[config.mk]
export PLATFORM = sky130hd
export DESIGN_NAME = seg7_scan_capture
export DESIGN_NICKNAME = d
export VERILOG_FILES = /design/src/rtl/seg7_pkg.sv /design/src/rtl/seg7_decode.sv /design/src/rtl/seg7_scan_capture.sv
export SDC_FILE = /design/constraint.sdc
export NUM_CORES = 1
export LEC_CHECK = 0
export ABC_AREA = 1
export CAP_MARGIN = 20
export CORE_MARGIN = 3
export CORE_UTILIZATION = 52
export DETAILED_ROUTE_END_ITERATION = 10
export GPL_ROUTABILITY_DRIVEN = 0
export HOLD_SLACK_MARGIN = 0.02
export PLACE_DENSITY = 0.76
export SLEW_MARGIN = 30
export SYNTH_ARGS = -nofsm -noshare
export SYNTH_HDL_FRONTEND = slang
export SYNTH_SLANG_ARGS = --single-unit
[constraint.sdc]
create_clock -name sys_clk -period 3.6 [get_ports sys_clk]
set_input_delay 0.54 -clock sys_clk [delete_from_list [all_inputs] [get_ports sys_clk]]
set_output_delay 0.54 -clock sys_clk [all_outputs]
set_load 0.02 [all_outputs]
[src/rtl/seg7_pkg.sv]
// Shared constants and types for the seven-segment scan capture block:
// segment patterns (a..g, active low), digit strobes, frame states, error causes.
package seg7_pkg;

  localparam logic [6:0] SEG_0 = 7'b0000001;
  localparam logic [6:0] SEG_1 = 7'b1001111;
  localparam logic [6:0] SEG_2 = 7'b0010010;
  localparam logic [6:0] SEG_3 = 7'b0000110;
  localparam logic [6:0] SEG_4 = 7'b1001100;
  localparam logic [6:0] SEG_5 = 7'b0100100;
  localparam logic [6:0] SEG_6 = 7'b0100000;
  localparam logic [6:0] SEG_7 = 7'b0001111;
  localparam logic [6:0] SEG_8 = 7'b0000000;
  localparam logic [6:0] SEG_9 = 7'b0000100;

  localparam logic [3:0] SEL_SEC_ONES = 4'b0001;
  localparam logic [3:0] SEL_SEC_TENS = 4'b0010;
  localparam logic [3:0] SEL_MIN_ONES = 4'b0100;
  localparam logic [3:0] SEL_MIN_TENS = 4'b1000;

  typedef enum logic [1:0] {HUNT, D1, D2, D3} frame_state_e;

  typedef enum logic [1:0] {
    ERR_PATTERN = 2'd0,
    ERR_SEL     = 2'd1,
    ERR_ORDER   = 2'd2,
    ERR_RANGE   = 2'd3
  } err_code_e;

  // tens*10 + ones using shifts; inputs are range-checked BCD so 6 bits suffice.
  function automatic logic [5:0] bcd_to_bin(input logic [3:0] tens, input logic [3:0] ones);
    logic [5:0] t;
    t = {2'b00, tens};
    return (t << 3) + (t << 1) + {2'b00, ones};
  endfunction

endpackage

[src/rtl/seg7_decode.sv]
// Combinational seven-segment to BCD decoder; dp is not part of the pattern.
module seg7_decode
  import seg7_pkg::*;
(
  input  logic [6:0] pattern,
  output logic [3:0] digit,
  output logic       valid
);

  // NOTE: every output gets a default before the case so no latch is inferred.
  always_comb begin
    digit = 4'd0;
    valid = 1'b1;
    case (pattern)
      SEG_0:   digit = 4'd0;
      SEG_1:   digit = 4'd1;
      SEG_2:   digit = 4'd2;
      SEG_3:   digit = 4'd3;
      SEG_4:   digit = 4'd4;
      SEG_5:   digit = 4'd5;
      SEG_6:   digit = 4'd6;
      SEG_7:   digit = 4'd7;
      SEG_8:   digit = 4'd8;
      SEG_9:   digit = 4'd9;
      default: valid = 1'b0;
    endcase
  end

endmodule

[src/rtl/seg7_scan_capture.sv]
// Captures a multiplexed 4-digit mm:ss seven-segment display into BCD and binary,
// with settle filtering, frame ordering checks, error reporting and a stale flag.
module seg7_scan_capture
  import seg7_pkg::*;
#(
  parameter int SETTLE_CYCLES  = 1000,
  parameter int TIMEOUT_CYCLES = 500000
) (
  input  logic        sys_clk,
  input  logic        rst,
  input  logic [3:0]  digit_sel,
  input  logic [7:0]  seven_seg,
  output logic [15:0] digits,
  output logic [5:0]  sec,
  output logic [5:0]  min,
  output logic        frame_valid,
  output logic        err,
  output logic [1:0]  err_code,
  output logic        stale
);

  localparam int SW = $clog2(SETTLE_CYCLES + 1);
  localparam int TW = $clog2(TIMEOUT_CYCLES + 1);

  logic [11:0]   sync1, sync2, prev;
  logic [SW-1:0] settle_cnt;
  logic [TW-1:0] timeout_cnt;
  logic          changed, settle_hit, capture;
  logic [3:0]    sel_s;
  logic [3:0]    dec_digit;
  logic          dec_valid, sel_onehot;

  frame_state_e  state, state_n;
  logic [3:0]    shadow [3];
  logic [2:0]    wr_shadow;
  logic          do_update, do_err;
  err_code_e     err_n, err_code_q;

  // NOTE: sequential state always uses non-blocking assignments so every flop
  // samples the pre-edge value of its neighbours.
  always_ff @(posedge sys_clk or posedge rst) begin
    if (rst) begin
      sync1 <= '0;
      sync2 <= '0;
      prev  <= '0;
    end else begin
      sync1 <= {digit_sel, seven_seg};
      sync2 <= sync1;
      prev  <= sync2;
    end
  end

  assign changed    = (sync2 != prev);
  assign settle_hit = !changed && (settle_cnt == SW'(SETTLE_CYCLES - 1));
  assign sel_s      = sync2[11:8];
  assign sel_onehot = (sel_s != 4'd0) && ((sel_s & (sel_s - 4'd1)) == 4'd0);
  assign capture    = settle_hit && (sel_s != 4'd0);

  // Saturating at SETTLE_CYCLES guarantees one capture per stable interval.
  always_ff @(posedge sys_clk or posedge rst) begin
    if (rst)                                    settle_cnt <= '0;
    else if (changed)                           settle_cnt <= '0;
    else if (settle_cnt != SW'(SETTLE_CYCLES))  settle_cnt <= settle_cnt + 1'b1;
  end

  seg7_decode u_decode (
    .pattern (sync2[7:1]),
    .digit   (dec_digit),
    .valid   (dec_valid)
  );

  always_comb begin
    state_n   = state;
    wr_shadow = 3'b000;
    do_update = 1'b0;
    do_err    = 1'b0;
    err_n     = ERR_PATTERN;
    if (capture) begin
      if (!sel_onehot) begin
        do_err  = 1'b1;
        err_n   = ERR_SEL;
        state_n = HUNT;
      end else if (!dec_valid) begin
        do_err  = 1'b1;
        err_n   = ERR_PATTERN;
        state_n = HUNT;
      end else begin
        case (state)
          HUNT: if (sel_s == SEL_SEC_ONES) begin
            wr_shadow = 3'b001;
            state_n   = D1;
          end
          D1: begin
            if (sel_s == SEL_SEC_ONES)      wr_shadow = 3'b001;
            else if (sel_s == SEL_SEC_TENS) begin wr_shadow = 3'b010; state_n = D2; end
            else begin do_err = 1'b1; err_n = ERR_ORDER; state_n = HUNT; end
          end
          D2: begin
            if (sel_s == SEL_SEC_TENS)      wr_shadow = 3'b010;
            else if (sel_s == SEL_MIN_ONES) begin wr_shadow = 3'b100; state_n = D3; end
            else if (sel_s == SEL_SEC_ONES) begin
              wr_shadow = 3'b001; do_err = 1'b1; err_n = ERR_ORDER; state_n = D1;
            end else begin do_err = 1'b1; err_n = ERR_ORDER; state_n = HUNT; end
          end
          default: begin
            if (sel_s == SEL_MIN_ONES)      wr_shadow = 3'b100;
            else if (sel_s == SEL_MIN_TENS) begin
              state_n = HUNT;
              if (shadow[1] <= 4'd5 && dec_digit <= 4'd5) do_update = 1'b1;
              else begin do_err = 1'b1; err_n = ERR_RANGE; end
            end else if (sel_s == SEL_SEC_ONES) begin
              wr_shadow = 3'b001; do_err = 1'b1; err_n = ERR_ORDER; state_n = D1;
            end else begin do_err = 1'b1; err_n = ERR_ORDER; state_n = HUNT; end
          end
        endcase
      end
    end
  end

  // NOTE: the shadow digits are reset with everything else so a frame cut by
  // reset can never leak stale digits into the next one.
  always_ff @(posedge sys_clk or posedge rst) begin
    if (rst) begin
      state       <= HUNT;
      shadow[0]   <= '0;
      shadow[1]   <= '0;
      shadow[2]   <= '0;
      digits      <= '0;
      sec         <= '0;
      min         <= '0;
      frame_valid <= 1'b0;
      err         <= 1'b0;
      err_code_q  <= ERR_PATTERN;
    end else begin
      state       <= state_n;
      frame_valid <= do_update;
      err         <= do_err;
      if (do_err) err_code_q <= err_n;
      for (int i = 0; i < 3; i++)
        if (wr_shadow[i]) shadow[i] <= dec_digit;
      if (do_update) begin
        digits <= {dec_digit, shadow[2], shadow[1], shadow[0]};
        sec    <= bcd_to_bin(shadow[1], shadow[0]);
        min    <= bcd_to_bin(dec_digit, shadow[2]);
      end
    end
  end

  assign err_code = err_code_q;

  always_ff @(posedge sys_clk or posedge rst) begin
    if (rst) begin
      timeout_cnt <= '0;
      stale       <= 1'b0;
    end else begin
      if (capture)                                  timeout_cnt <= '0;
      else if (timeout_cnt != TW'(TIMEOUT_CYCLES))  timeout_cnt <= timeout_cnt + 1'b1;
      if (frame_valid)                              stale <= 1'b0;
      else if (timeout_cnt == TW'(TIMEOUT_CYCLES))  stale <= 1'b1;
    end
  end

endmodule
==> impl_metrics.csv, run 1 <==
group,metric,value,unit
status,run_status,"finished, final reports clean",
logic_synthesis,netlist_top_cells_area,"dfrtp_1, nand2_1, ha_1, inv_1, nor2_1",
floorplanning,die_x,106,um
worst_setup_path,critical_path_class,"reg -> reg",
detailed_routing,wl,10000,um
cells_and_area,nets,667,
placement,dpl.hpwl,7370,um
worst_setup_path,path_buf_inv,3,
sta,setup_viol_count_final,0,
worst_setup_path,reg2reg_to,"min[5]",
power_and_ir_drop,leakage,3.05,nW
floorplanning,ios,47,
cells_and_area,fillers,862,
global_route,antenna_found_initial,0,
detailed_routing,wl_per_cell,13.0,um
sta,final_max_slew_viol_count,0,
floorplanning,rows,36,
logic_synthesis,synth-simple-area-share,25.6,%
clock_tree,cts_root_buffer,"clkbuf_8",
worst_hold_path,hp-class,"reg -> reg",
clock_tree,clk_path_buf_depth,2,
sta,period_minus_slack,3000,ps
clock_tree,cts_setup_buffers,0,
logic_synthesis,netlist_instances,582,
logic_synthesis,ys_warn_count,0,
logic_synthesis,synth_edf_count,0,
clock_tree,cts_tree,"done",
logic_synthesis,synth-xor-area-share,3.67,%
clock_tree,clk_latency,380,ps
floorplanning,die-area,11300,um^2
global_route,grt_usage,18.6,%
clock_tree,htree_levels,3,
clock_tree,post_cts_resize_count,0,
power_and_ir_drop,p_comb_share,4.2,%
global_route,grt_max_degree,64,
sta,tightest_slew,751,ps
floorplanning,start_util,53.6,%
worst_setup_path,cpPeakStageDelay,550,ps
logic_synthesis,async_flop_share,100,%
sta,setup_tns,0,ps
detailed_routing,postRouteAntennaNets,0,
sta,hold_violations,0,
power_and_ir_drop,power.switching,0.522,mW
global_route,grt_overflow,0,
worst_hold_path,holdPathStages,0,
detailed_routing,vias,4006,
worst_setup_path,crit_chain,"nand2_1 > nor2_2 > inv_1 > nor2_1 > nor2_2 > nand3_1 > inv_1 > fa_1 > inv_1 > ha_1 > nand3_1 > nand2_1 > xnor2_1 > or2_2 > nand3_1 > nand2_1",
sta,max_freq,334,MHz
logic_synthesis,synth_top_cell_area_share,52.5,%
worst_setup_path,worst_path_max_delay_cell,"fa_1",
clock_tree,cts_inserted_buffers,9,
clock_tree,clkSinkCount,110,
cells_and_area,drive_gt1_share,7.99,%
power_and_ir_drop,power.density,355,nW/um^2
worst_setup_path,timing.rr.start,"sync2[3]",
sta,relSlewSlack,49.9,%
sta,rsz0062_at_grt,"no",
placement,port-buffer-count,46,
detailed_routing,first_pass_iters,5,
logic_synthesis,ys_top_cells_by_count,"nand2_1, dfrtp_1, inv_1, nor2_1, o21ai_0",
worst_setup_path,crit_path_start,"sync2[3]",
detailed_routing,drcViolationCount,0,
global_route,first_global_vias,3981,
detailed_routing,viasPerCell,5.20,
power_and_ir_drop,ir_drop,0.270,mV
logic_synthesis,yosys.cell_types.count,42,
worst_setup_path,end_kind,"flip-flop",
logic_synthesis,synth_top_family_by_area,"simple AND/OR/NAND/NOR gates",
cells_and_area,syn2layout_area_growth,15.2,%
detailed_routing,drt_iter0_markers,168,
clock_tree,holdBufCountCts,0,
worst_hold_path,hold_path_startpoint,"sync1[11]",
worst_setup_path,critPathMaxFanout,6,
logic_synthesis,netlist_area,5240,um^2
clock_tree,cts.clk_slew.worst_paths,110,ps
logic_synthesis,avgSynthCellArea,9.01,um^2
logic_synthesis,yosysTopAreaCell,"dfrtp_1",
global_route,grt_pass1_wl,17400,um
cells_and_area,n_antenna_cell,0,
worst_hold_path,min_to,"sync2[11]",
logic_synthesis,synth_seq_area_share,52.5,%
flow_run,drv_cap,0,
worst_setup_path,crit_family,"simple AND/OR/NAND/NOR gates",
worst_setup_path,crit_required,3870,ps
power_and_ir_drop,p_sw_share,24.3,%
logic_synthesis,synthesis.nets,616,
worst_setup_path,start_kind,"flip-flop",
worst_setup_path,cp.arrival,3270,ps
logic_synthesis,yosysMostFrequentCell,"nand2_1",
cells_and_area,final_core_util,61.8,%
logic_synthesis,synthAdderAreaFrac,5.34,%
power_and_ir_drop,p_clk_share,36.6,%
logic_synthesis,synth_seq_cells,110,
power_and_ir_drop,internal_power,1.63,mW
worst_setup_path,rr_worst_depth,16,
floorplanning,coreArea,9770,um^2
worst_setup_path,r2r_slack,600,ps
logic_synthesis,muxShareOfSynthArea,0,%
floorplanning,chipHeight,106,um
sta,clock_skew,12.8,ps
power_and_ir_drop,p_seq_share,59.2,%
sta,period_share,83.3,%
logic_synthesis,synthFlopType,"dfrtp_1",
logic_synthesis,synth_compound_area_share,7.37,%
[stage by stage]
step	power (mW)	area (um^2)	hold slack [ps]	instances	setup slack, ps
6_report	2.15	6040	358	771	603
2_1_floorplan	1.35	5240	331	582	158
3_3_place_gp	1.38	5830	332	755	792
3_5_place_dp	1.39	5830	335	755	644
5_1_grt	2.23	6040	369	771	413
4_1_cts	2.17	6040	361	771	630
[placed cells by master, fill, tap and decap left out, drive strengths merged]
master	netlist	layout
a211oi	1	1
nand4	14	14
inv	58	62
o21ai	46	46
or2	1	1
o211ai	1	1
o22ai	1	1
fa	4	4
xor2	13	13
nor3b	2	2
clkinvlp	0	1
a2bb2oi	1	1
nand3	24	24
bufinv	0	1
xnor2	9	9
clkbuf	2	9
ha	16	16
a21oi	20	20
clkinv	1	2
clkdlybuf4s50	0	46
a31oi	1	1
a21o	1	1
and3	1	1
nor4	5	5
nand2	166	166
buf	7	3
o21a	1	1
nor2	62	62
nor3	14	14
dfrtp	110	110
[area by class of cell]
| class | instances | area (um^2) | share of cell area [%] |
|---|---|---|---|
| clock buffer | 9 | 124 | 2.05 |
| sequential | 110 | 2750 | 45.5 |
| multi-input combinational | 404 | 2200 | 36.5 |
| inverter | 59 | 225 | 3.73 |
| clock inverter | 7 | 88.8 | 1.47 |
| tap | 133 | 166 | 2.75 |
| timing repair buffer | 49 | 483 | 7.99 |
[registers in the layout, indices dropped and copies added, names as in the netlist]
signal / flops
min: 5
prev: 12
sync1: 12
shadow: 12
frame_valid: 1
state: 2
digits: 16
stale: 1
err: 1
timeout_cnt: 19
err_code: 2
settle_cnt: 10
sec: 5
sync2: 12
[worst max path at each step]
stage	endpoint	slack, ps	cells past startpoint
floorplan	digits[0]	160	1
global placement	min[5]	790	16
detailed placement	min[5]	640	16
CTS	min[5]	630	16
global route	min[5]	410	16
finish	min[5]	600	16
[power groups by stage]
stage	Clock, mW	Sequential (mW)	Combinational (mW)
floorplan	0	1.29	0.0595
global placement	0	1.29	0.0876
detailed placement	0	1.30	0.0919
CTS	0.805	1.27	0.0923
global route	0.851	1.28	0.102
finish	0.785	1.27	0.0901
[cells by family (layout without fill, tap and decap cells)]
family	after synthesis	count (layout)
simple gates	289	289
flops	110	110
fa+ha+maj	20	20
compound gates	73	73
xor+xnor	22	22
buf+inv	68	124
[per-layer routing]
layer | GRT usage [%] | vias to the layer above | wire (um)
met2 | 32.4 | 99 | 4970
met5 | 0 | - | 0
met4 | 5.11 | 0 | 162
li1 | - | 1983 | -
met1 | 23.8 | 1903 | 4380
met3 | 3.83 | 21 | 497
(Power assumes the default switching activity.)
==> run 2, diff against run 1 <==
==> constraint.sdc (replaced) <==
create_clock -name sys_clk -period 2.7 [get_ports sys_clk]
set_input_delay 0.405 -clock sys_clk [delete_from_list [all_inputs] [get_ports sys_clk]]
set_output_delay 0.405 -clock sys_clk [all_outputs]
set_load 0.02 [all_outputs]
==> run 2 against run 1 <==
Effect of this change: setup slack worse by 560 ps; clock power increased by 16%; sequential power increased by 34%; count of clock-buffer cells in the layout is the same; register-to-register slack worse by 560 ps; combinational power increased by 72%; maximum frequency rose by 13%; routed wire length grew 3.0%; sequential share of layout area shrank 2.1 points; final cell count increased by 3.6%; die area did not move; via count up 2.4%; critical path type unchanged; critical endpoint unchanged; largest power group unchanged.
==> impl_metrics.csv, run 2 (synthesized netlist as in run 1, its figures left out) <==
group,metric,value,unit
status,run_status,"finished, final reports clean",
floorplanning,die_x,106,um
worst_setup_path,cpPeakStageDelay,440,ps
worst_hold_path,hp-class,"reg -> reg",
worst_setup_path,critical_path_class,"reg -> reg",
global_route,grt_pass1_wl,17700,um
floorplanning,rows,36,
flow_run,drv_cap,0,
floorplanning,chipHeight,106,um
global_route,grt_max_degree,39,
clock_tree,cts_tree,"done",
floorplanning,ios,47,
clock_tree,clkSinkCount,110,
cells_and_area,syn2layout_area_growth,20.9,%
detailed_routing,wl_per_cell,12.9,um
floorplanning,start_util,53.6,%
power_and_ir_drop,leakage,3.18,nW
sta,final_max_slew_viol_count,0,
worst_setup_path,crit_chain,"inv_2 > nand3_2 > inv_2 > buf_4 > nand2_1 > nand2_1 > nor2_4 > inv_1 > ha_1 > ha_4 > a21oi_2 > nand2_2 > xnor2_2 > or2_4 > nand3_1 > nand2_1",
sta,max_freq,377,MHz
worst_setup_path,path_buf_inv,4,
cells_and_area,finalInstanceArea,6340,um^2
clock_tree,cts_root_buffer,"clkbuf_8",
worst_setup_path,crit_required,2970,ps
detailed_routing,postRouteAntennaNets,0,
worst_hold_path,holdPathStages,0,
worst_setup_path,reg2reg_to,"min[5]",
global_route,antenna_found_initial,0,
cells_and_area,nets,695,
detailed_routing,viasPerCell,5.13,
detailed_routing,vias,4102,
clock_tree,clk_latency,370,ps
power_and_ir_drop,power.density,436,nW/um^2
sta,period_share,98.3,%
worst_setup_path,end_kind,"flip-flop",
power_and_ir_drop,ir_drop,0.322,mV
sta,timing.hold.ws,355,ps
worst_setup_path,r2r_slack,50,ps
detailed_routing,drcViolationCount,0,
worst_hold_path,min_to,"sync2[10]",
cells_and_area,final_common_cell,"nand2_1",
worst_setup_path,rr_worst_depth,16,
sta,tightest_slew,568,ps
global_route,grt_usage,19.0,%
worst_setup_path,crit_family,"simple AND/OR/NAND/NOR gates",
sta,period_minus_slack,2650,ps
detailed_routing,first_pass_iters,4,
sta,relSlewSlack,62.1,%
cells_and_area,layout_common_cells,"nand2_1, dfrtp_1, inv_1, nor2_1, clkdlybuf4s50_1",
floorplanning,coreArea,9770,um^2
global_route,grt_overflow,0,
floorplanning,die-area,11300,um^2
worst_hold_path,hold_path_startpoint,"sync1[10]",
placement,port-buffer-count,46,
placement,dp_cells,770,
detailed_routing,drt_iter0_markers,198,
clock_tree,clk_path_buf_depth,2,
global_route,first_global_vias,3977,
worst_setup_path,cp.arrival,2930,ps
worst_setup_path,crit_top_cell,"nand2_1",
cells_and_area,largest_reg_flops,19,
sta,setup_viol_count_final,0,
cells_and_area,top_regs,"timeout_cnt x19, digits x16",
worst_setup_path,timing.rr.start,"sync2[7]",
sta,hold_violations,0,
cells_and_area,drive_gt1_share,15.9,%
placement,placed_cell_area,5970,um^2
worst_setup_path,start_kind,"flip-flop",
clock_tree,htree_levels,3,
detailed_routing,wl,10300,um
sta,clock_skew,14.9,ps
cells_and_area,n_antenna_cell,0,
cells_and_area,regMostFlops,"timeout_cnt",
worst_setup_path,worst_path_max_delay_cell,"dfrtp_2",
cells_and_area,final_cells,799,
placement,preCtsSetupSlack,-77.3,ps
clock_tree,cts_inserted_buffers,9,
clock_tree,holdBufCountCts,0,
worst_setup_path,critPathMaxFanout,5,
placement,dpl.hpwl,7340,um
sta,setup_slack,45.7,ps
clock_tree,cts.clk_slew.worst_paths,110,ps
[run 2: how the worst max path moves through the flow]
stage	from	endpoint	slack, ps	depth (start not counted)
finish	sync2[7]	min[5]	50	16
CTS	sync2[1]	min[5]	30	16
global route	sync2[1]	min[5]	-60	16
floorplan	sync2[3]	min[5]	30	16
detailed placement	sync2[5]	min[5]	-80	15
global placement	sync2[5]	min[5]	70	15
[run 2: where the power goes]
part           switching (mW)  internal (mW)  total [mW]
sequential             0.0229           1.67        1.70
clock                   0.566          0.348       0.914
combinational          0.0879         0.0670       0.155
total                   0.676           2.09        2.77
[run 2: worst reg2reg max path, stage by stage (launching register included)]
cell     delay, ps
dfrtp_2        440
inv_2           60
nand3_2        100
inv_2           70
buf_4          130
nand2_1         50
nand2_1         90
nor2_4         160
inv_1           70
ha_1           330
ha_4           270
a21oi_2        160
nand2_2         90
xnor2_2        150
or2_4          250
nand3_1         80
nand2_1         50
[run 2: per-stage QoR]
stage          total power, mW  util [%]  TNS [ps]
6_report                  2.77      64.9         0
3_3_place_gp              1.86      61.1         0
3_5_place_dp              1.86      61.1     -77.3
4_1_cts                   2.79      63.6         0
5_1_grt                   2.90      64.9     -63.8
2_1_floorplan             1.80         -         0
[run 2: metal layers]
metal	global-route usage, %	vias up	part of all wire [%]
met5	0	-	0
met1	26.2	1940	45
met2	30.7	107	49
met3	3.76	18	4.3
met4	5.94	0	1.9
li1	-	2037	-
[run 2: final cells by class]
type / instances / area [um^2]
Inverter: 59 / 226
Sequential cell: 110 / 2760
Tap cell: 133 / 166
Clock buffer: 9 / 124
Timing Repair Buffer: 77 / 718
Fill cell: 798 / 3430
Clock inverter: 7 / 58.8
Multi-Input combinational cell: 404 / 2290
[run 2: repair_timing]
| item | CTS | global route |
|---|---|---|
| hold endpoints to repair | 0 | 0 |
| pin swaps | 6 | 10 |
| setup buffers | 7 | 6 |
| resized for setup | 5 | 24 |
| endpoints found under the setup margin | 1 | 2 |
==> run 3, diff against run 2 <==
--- a/config.mk
+++ b/config.mk
@@ -13,7 +13,7 @@
 export GPL_ROUTABILITY_DRIVEN = 0
 export HOLD_SLACK_MARGIN = 0.02
 export PLACE_DENSITY = 0.76
-export SLEW_MARGIN = 30
+export SLEW_MARGIN = 25
 export SYNTH_ARGS = -nofsm -noshare
 export SYNTH_HDL_FRONTEND = slang
 export SYNTH_SLANG_ARGS = --single-unit
==> results of run 3 <==
Final layout, timing and power as in run 2 (identical DEF).
